==> src/rtl/multi_mode_register_if.sv <==
// Control, data and result bundle for multi_mode_register.
// There is no valid/ready pair: every input is sampled on each rising clk
// while en=1. q and changed are registered; so is combinational from q and op.
interface multi_mode_register_if #(
  parameter int WIDTH = 8
);
  logic             en;
  logic             clr;
  logic [2:0]       op;
  logic [WIDTH-1:0] d;
  logic [WIDTH-1:0] j;
  logic [WIDTH-1:0] k;
  logic [WIDTH-1:0] t;
  logic             si;
  logic [WIDTH-1:0] q;
  logic             so;
  logic             changed;

  modport master (
    output en, clr, op, d, j, k, t, si,
    input  q, so, changed
  );

  modport slave (
    input  en, clr, op, d, j, k, t, si,
    output q, so, changed
  );
endinterface

==> src/rtl/multi_mode_register.sv <==
// WIDTH-bit register bank combining D, JK and T flip-flop behaviour with
// shift/rotate, synchronous clear, clock enable and a registered change flag.
module multi_mode_register #(
  parameter int               WIDTH     = 8,
  parameter logic [WIDTH-1:0] RESET_VAL = '0
) (
  input logic                  clk,
  input logic                  rst,
  multi_mode_register_if.slave bus
);

  localparam logic [2:0] OP_HOLD   = 3'b000;
  localparam logic [2:0] OP_LOAD   = 3'b001;
  localparam logic [2:0] OP_JK     = 3'b010;
  localparam logic [2:0] OP_TOGGLE = 3'b011;
  localparam logic [2:0] OP_SHL    = 3'b100;
  localparam logic [2:0] OP_SHR    = 3'b101;
  localparam logic [2:0] OP_ROL    = 3'b110;
  localparam logic [2:0] OP_ROR    = 3'b111;

  logic [WIDTH-1:0] q_r;
  logic             changed_r;
  logic [WIDTH-1:0] next_q;
  logic             so_c;

  // Next value of q for an enabled edge; clr overrides the op.
  always_comb begin
    next_q = q_r;
    if (bus.clr) begin
      next_q = RESET_VAL;
    end else begin
      case (bus.op)
        OP_HOLD:   next_q = q_r;
        OP_LOAD:   next_q = bus.d;
        // JK per bit: set where j=1 and q=0, keep where k=0 and q=1.
        OP_JK:     next_q = (bus.j & ~q_r) | (~bus.k & q_r);
        OP_TOGGLE: next_q = q_r ^ bus.t;
        OP_SHL:    next_q = {q_r[WIDTH-2:0], bus.si};
        OP_SHR:    next_q = {bus.si, q_r[WIDTH-1:1]};
        OP_ROL:    next_q = {q_r[WIDTH-2:0], q_r[WIDTH-1]};
        OP_ROR:    next_q = {q_r[0], q_r[WIDTH-1:1]};
        default:   next_q = q_r;
      endcase
    end
  end

  // Serial out shows the bit the current op would shift out, independent of en.
  always_comb begin
    so_c = 1'b0;
    case (bus.op)
      OP_SHL, OP_ROL: so_c = q_r[WIDTH-1];
      OP_SHR, OP_ROR: so_c = q_r[0];
      default:        so_c = 1'b0;
    endcase
  end

  // Register update: async reset, then enable gates both q and changed.
  always_ff @(posedge clk or posedge rst) begin
    if (rst) begin
      q_r       <= RESET_VAL;
      changed_r <= 1'b0;
    end else if (bus.en) begin
      q_r       <= next_q;
      changed_r <= (next_q != q_r);
    end
  end

  assign bus.q       = q_r;
  assign bus.so      = so_c;
  assign bus.changed = changed_r;

endmodule

==> src/flat_wrapper.sv <==
// flat-port wrapper written by rule: the top's interface ports become plain ports
module multi_mode_register_flat 
#(
  parameter int               WIDTH     = 8,
  parameter logic [WIDTH-1:0] RESET_VAL = '0
)
  (clk, rst, bus_en, bus_clr, bus_op, bus_d, bus_j, bus_k, bus_t, bus_si, bus_q, bus_so, bus_changed);
  multi_mode_register_if #(.WIDTH(WIDTH)) bus_i ();
  input logic clk;
  input logic rst;
  input wire logic [$bits(bus_i.en)-1:0] bus_en;
  input wire logic [$bits(bus_i.clr)-1:0] bus_clr;
  input wire logic [$bits(bus_i.op)-1:0] bus_op;
  input wire logic [$bits(bus_i.d)-1:0] bus_d;
  input wire logic [$bits(bus_i.j)-1:0] bus_j;
  input wire logic [$bits(bus_i.k)-1:0] bus_k;
  input wire logic [$bits(bus_i.t)-1:0] bus_t;
  input wire logic [$bits(bus_i.si)-1:0] bus_si;
  output wire logic [$bits(bus_i.q)-1:0] bus_q;
  output wire logic [$bits(bus_i.so)-1:0] bus_so;
  output wire logic [$bits(bus_i.changed)-1:0] bus_changed;
  assign bus_i.en = bus_en;
  assign bus_i.clr = bus_clr;
  assign bus_i.op = bus_op;
  assign bus_i.d = bus_d;
  assign bus_i.j = bus_j;
  assign bus_i.k = bus_k;
  assign bus_i.t = bus_t;
  assign bus_i.si = bus_si;
  assign bus_q = bus_i.q;
  assign bus_so = bus_i.so;
  assign bus_changed = bus_i.changed;
  multi_mode_register #(.WIDTH(WIDTH), .RESET_VAL(RESET_VAL)) u_core (.clk(clk), .rst(rst), .bus(bus_i));
endmodule
==> config.mk <==
export PLATFORM = sky130hd
export DESIGN_NAME = multi_mode_register_flat
export DESIGN_NICKNAME = d
export VERILOG_FILES = /design/src/rtl/multi_mode_register_if.sv /design/src/rtl/multi_mode_register.sv /design/src/flat_wrapper.sv
export SDC_FILE = /design/constraint.sdc
export NUM_CORES = 1
export LEC_CHECK = 0
export ABC_CLOCK_PERIOD_IN_PS = 5800
export BUFFER_PORTS_ARGS = -buffer_cell sky130_fd_sc_hd__buf_2
export CORE_MARGIN = 5
export CORE_UTILIZATION = 35
export CTS_CLUSTER_SIZE = 16
export DETAILED_ROUTE_END_ITERATION = 16
export GPL_TIMING_DRIVEN = 0
export HOLD_SLACK_MARGIN = 0.06
export SLEW_MARGIN = 20
export SYNTH_ARGS = -nofsm -noshare
export SYNTH_HDL_FRONTEND = slang
export SYNTH_SLANG_ARGS = --single-unit
==> constraint.sdc <==
create_clock -name clk -period 5.8 [get_ports clk]
set_clock_uncertainty 0.2 [all_clocks]
set_input_delay 1.16 -clock clk [delete_from_list [all_inputs] [get_ports clk]]
set_output_delay 1.16 -clock clk [all_outputs]
set_load 0.005 [all_outputs]
Word level (Yosys, flattened, before mapping)
Cells that the tools add are included.
Storage, ports and cells
  register bits: 9
  latch bits: 0
  RAM bits: 0
  ROM bits: 0
  bits of input ports: 40
  word-level logic and storage cells: 22
  memories: 0
Operators by class
  add/subtract/negate cells: 0
  multiply operators: 0
  div/mod/pow operators: 0
  order comparisons: 0
  equal/unequal tests: 8
  shift-type cells: 0
  mux-type cells: 3
  bitwise gates (word level): 6
  reductions and logical operators: 3
Operators by type and width (count)
  $pmux 8 s8: 1
  $and 8x8->8: 2
  $not 8->8: 2
  $eq 3x3->1 const B: 4
  $mux 8: 1
  $ne 8x8->1: 1
  $or 8x8->8: 1
  $xor 8x8->8: 1
  $eq 3x2->1 const B: 2
  $reduce_or 2->1: 2
  $eq 3x1->1 const B: 1
  $logic_not 3->1: 1
  $pmux 1 s2: 1

Longest topological paths before layout
  word-level depth: 6
  mapped depth: 8
  mapped depth without buffers: 6

Least setup slack after synthesis
Ideal clock, no wire load.
  path kind: input to output
  start: input bus_op[0]
  end: output bus_so
  data arrival time: 1.785 ns
  slack: 2.655 ns
  stages on the path: 4
  cell sequence: buf_2 buf_2 mux2i_1 nor2_1
Between the ends
  word-level cells in the longest chain between the ends: 3
RTL lines
  start: declaration: line flat_wrapper.sv:13  | input wire logic [$bits(bus_i.op)-1:0] bus_op;
  $eq 3x3->1: line multi_mode_register.sv:50  | case (bus.op)
  $reduce_or 2->1: line multi_mode_register.sv:50
  $pmux 1 s2 (*): line multi_mode_register.sv:50
  end: declaration: line flat_wrapper.sv:20  | output wire logic [$bits(bus_i.so)-1:0] bus_so;
Every way passes the cells marked *; elsewhere a longest branch is shown, timed or not.

Final worst setup path
Same ends and word-level chain as after synthesis.

==> qor.yml <==
placed_design:
  dp_hpwl_mm: 3.05
  dp_slack_ps: 2320
  place_congestion: 0.874
  postPlaceCellArea_mm2: 0.00156
  dp.cells: 267
  portBuffers: 48
floorplanning:
  initial_core_util: 0.371
  io_pins: 50
  die_w_um: 70.1
  core_area_mm2: 0.00342
  die_area_mm2: 0.00492
  fp-row-count: 21
  fp.dieH_um: 70.1
detailed_routing:
  drt_iter0_drc: 139
  vias: 1419
  viasPerCell: 5.24
  firstDrtPassIters: 4
  drtAntennaViolNets: 0
  routed_wl_mm: 3.79
  drc: 0
  routedWlPerCell_um: 14.0
sta:
  max_freq_mhz: 286
  period_share: 0.604
  setup_viol: 0
  hold_viol: 0
  slew_headroom: 0.535
  min_period_ps: 3500
  tightestPinTransition_ps: 697
  finalWorstSetupSlack_ps: 2300
  drv_slew: 0
  rsz0062_at_grt: "no"
  tns_ps: 0
clocking:
  cts.clk_slew.worst_paths_ps: 60
  clockRootBuffer: "clkbuf_4"
  cts.sinks: 9
  cts_tree: "yes"
  htreeDepth: 1
  cts_resized: 0
  cts_buffer_depth: 2
  cts_hold_buf: 0
  post_cts_buffers: 0
  numCtsBuffers: 3
  clock_latency_ps: 250
layout:
  final_cell_area_mm2: 0.00159
  diodes: 0
  final_util: 0.466
  layout_common_cells: "buf_2 (56), nand2_1 (18), nor2_1 (17)"
  drive_gt1_frac: 0.338
  fin_cells: 271
  syn_to_final_growth_pct: 25.6
  finalNetCount: 266
  final_common_cell: "buf_2"
worst_setup_path:
  cp_max_fo: 10
  reg2reg_setup_slack_ps: 3500
  critPathSlowestCell: "buf_2"
  path_buf_inv: 4
  required_ps: 4440
  worstSetupEndpointType: "output port"
  crit_family: "buffers and inverters"
  crit_chain: "buf_2, buf_2, buf_2, mux2i_1, nor2_1, buf_2"
  cp-start-kind: "primary input"
  critPathKind: "in2out"
  cp_common_cell: "buf_2"
  cpPeakStageDelay_ps: 280
  crit_arrival_ps: 2140
logic_synthesis:
  syn-num-nets: 213
  synth_top_cell_area_share: 0.178
  synthArstFlopShare: 1.00
  yosysSeqAreaShare: 0.178
  ys_seq_elements: 9
  synthFlopType: "dfrtp_1"
  postSynthAreaPerCell_um2: 7.32
  netlist_area_mm2: 0.00127
  synth_area_leaders: "dfrtp_1 (18%), a21oi_1 (6.3%), mux2i_1 (5.5%)"
  yosys_warnings: 0
  yosysTopAreaCell: "dfrtp_1"
  synth_cell_types: 47
  synth_edf_count: 0
  syn_inst: 173
grt:
  overflow: 0
  antenna_found_initial: 0
  grt_pass1_wl_mm: 6.34
  grt_pass1_vias: 1353
  track_usage: 0.154
  grt_max_degree: 11
job:
  maxCapViolations: 0
pwr:
  peakVddDrop_uv: 93.1
  power.leakage_uw: 0.000738
  p_per_area_mw_per_mm2: 162
run_status:
  status: "finished, final reports clean"
hold_path:
  hold_class: "reg2reg"
[cell type report]
class	count	area (um^2)
Fill cell	371	1830
Multi-Input combinational cell	138	891
Timing Repair Buffer	48	240
Sequential cell	9	225
Buffer	18	120
Tap cell	46	57.6
Inverter	8	30.0
Clock buffer	4	26.3
[kinds of logic after synthesis]
| kind of cell | after synthesis | share of synthesized area |
|---|---|---|
| buf+inv | 26 | 0.119 |
| compound gates | 59 | 0.320 |
| flops | 9 | 0.178 |
| mux | 12 | 0.0998 |
| xor+xnor | 7 | 0.0484 |
| simple gates | 60 | 0.235 |
[synthesized netlist by cell type (all sizes together) (4+ instances only)]
| library cell | count |
|---|---|
| o21a | 5 |
| xor2 | 4 |
| nor2 | 17 |
| clkbuf | 4 |
| mux2i | 7 |
| nand2b | 5 |
| dfrtp | 9 |
| o21ai | 7 |
| mux2 | 5 |
| nand2 | 18 |
| inv | 8 |
| a21oi | 16 |
| o211ai | 5 |
| a211oi | 6 |
| nor4 | 4 |
| buf | 14 |
[worst paths after layout]
check | cells after the start | to | from
max | 6 | bus_so | bus_op[0]
min | 2 | u_core.bus.changed$_DFFE_PP0P_ | u_core.bus.changed$_DFFE_PP0P_
max reg2reg | 6 | u_core.bus.changed$_DFFE_PP0P_ | u_core.bus.q[6]$_DFFE_PP0P_
min reg2reg | 2 | u_core.bus.changed$_DFFE_PP0P_ | u_core.bus.changed$_DFFE_PP0P_
max in group asynchronous | 2 | u_core.bus.changed$_DFFE_PP0P_ | rst
min in group asynchronous | 2 | u_core.bus.q[5]$_DFFE_PP0P_ | rst
[state kept, by name (all words and copies together) (netlist names)]
| signal | flops |
|---|---|
| u_core.bus.q | 8 |
| u_core.bus.changed | 1 |
[metal layers]
layer  track usage  vias up  share of wire
li1              -      733              -
met1         0.212      640           0.47
met2         0.250       44           0.44
met3        0.0316        2          0.078
met4        0.0255        0         0.0042
met5             0        -              0
[worst reg2reg max path: stages (launching register included)]
cell	delay, ps
dfrtp_1	370
clkbuf_2	180
mux2_2	290
a221oi_1	430
a21oi_1	120
o41ai_1	390
a41oi_1	170
[stage by stage]
stage | total power, uW | hold WS (ps)
floorplan | 168 | 338
global placement | 213 | 365
detailed placement | 213 | 361
CTS | 261 | 377
global route | 282 | 428
finish | 257 | 384
[power breakdown]
part	total, uW	switching (uW)	internal (uW)
combinational	135	71.7	63.7
clock	45.6	19.2	26.3
sequential	76.1	6.01	70.1
total	257	96.9	160
Power figures use the tool's default switching activity.
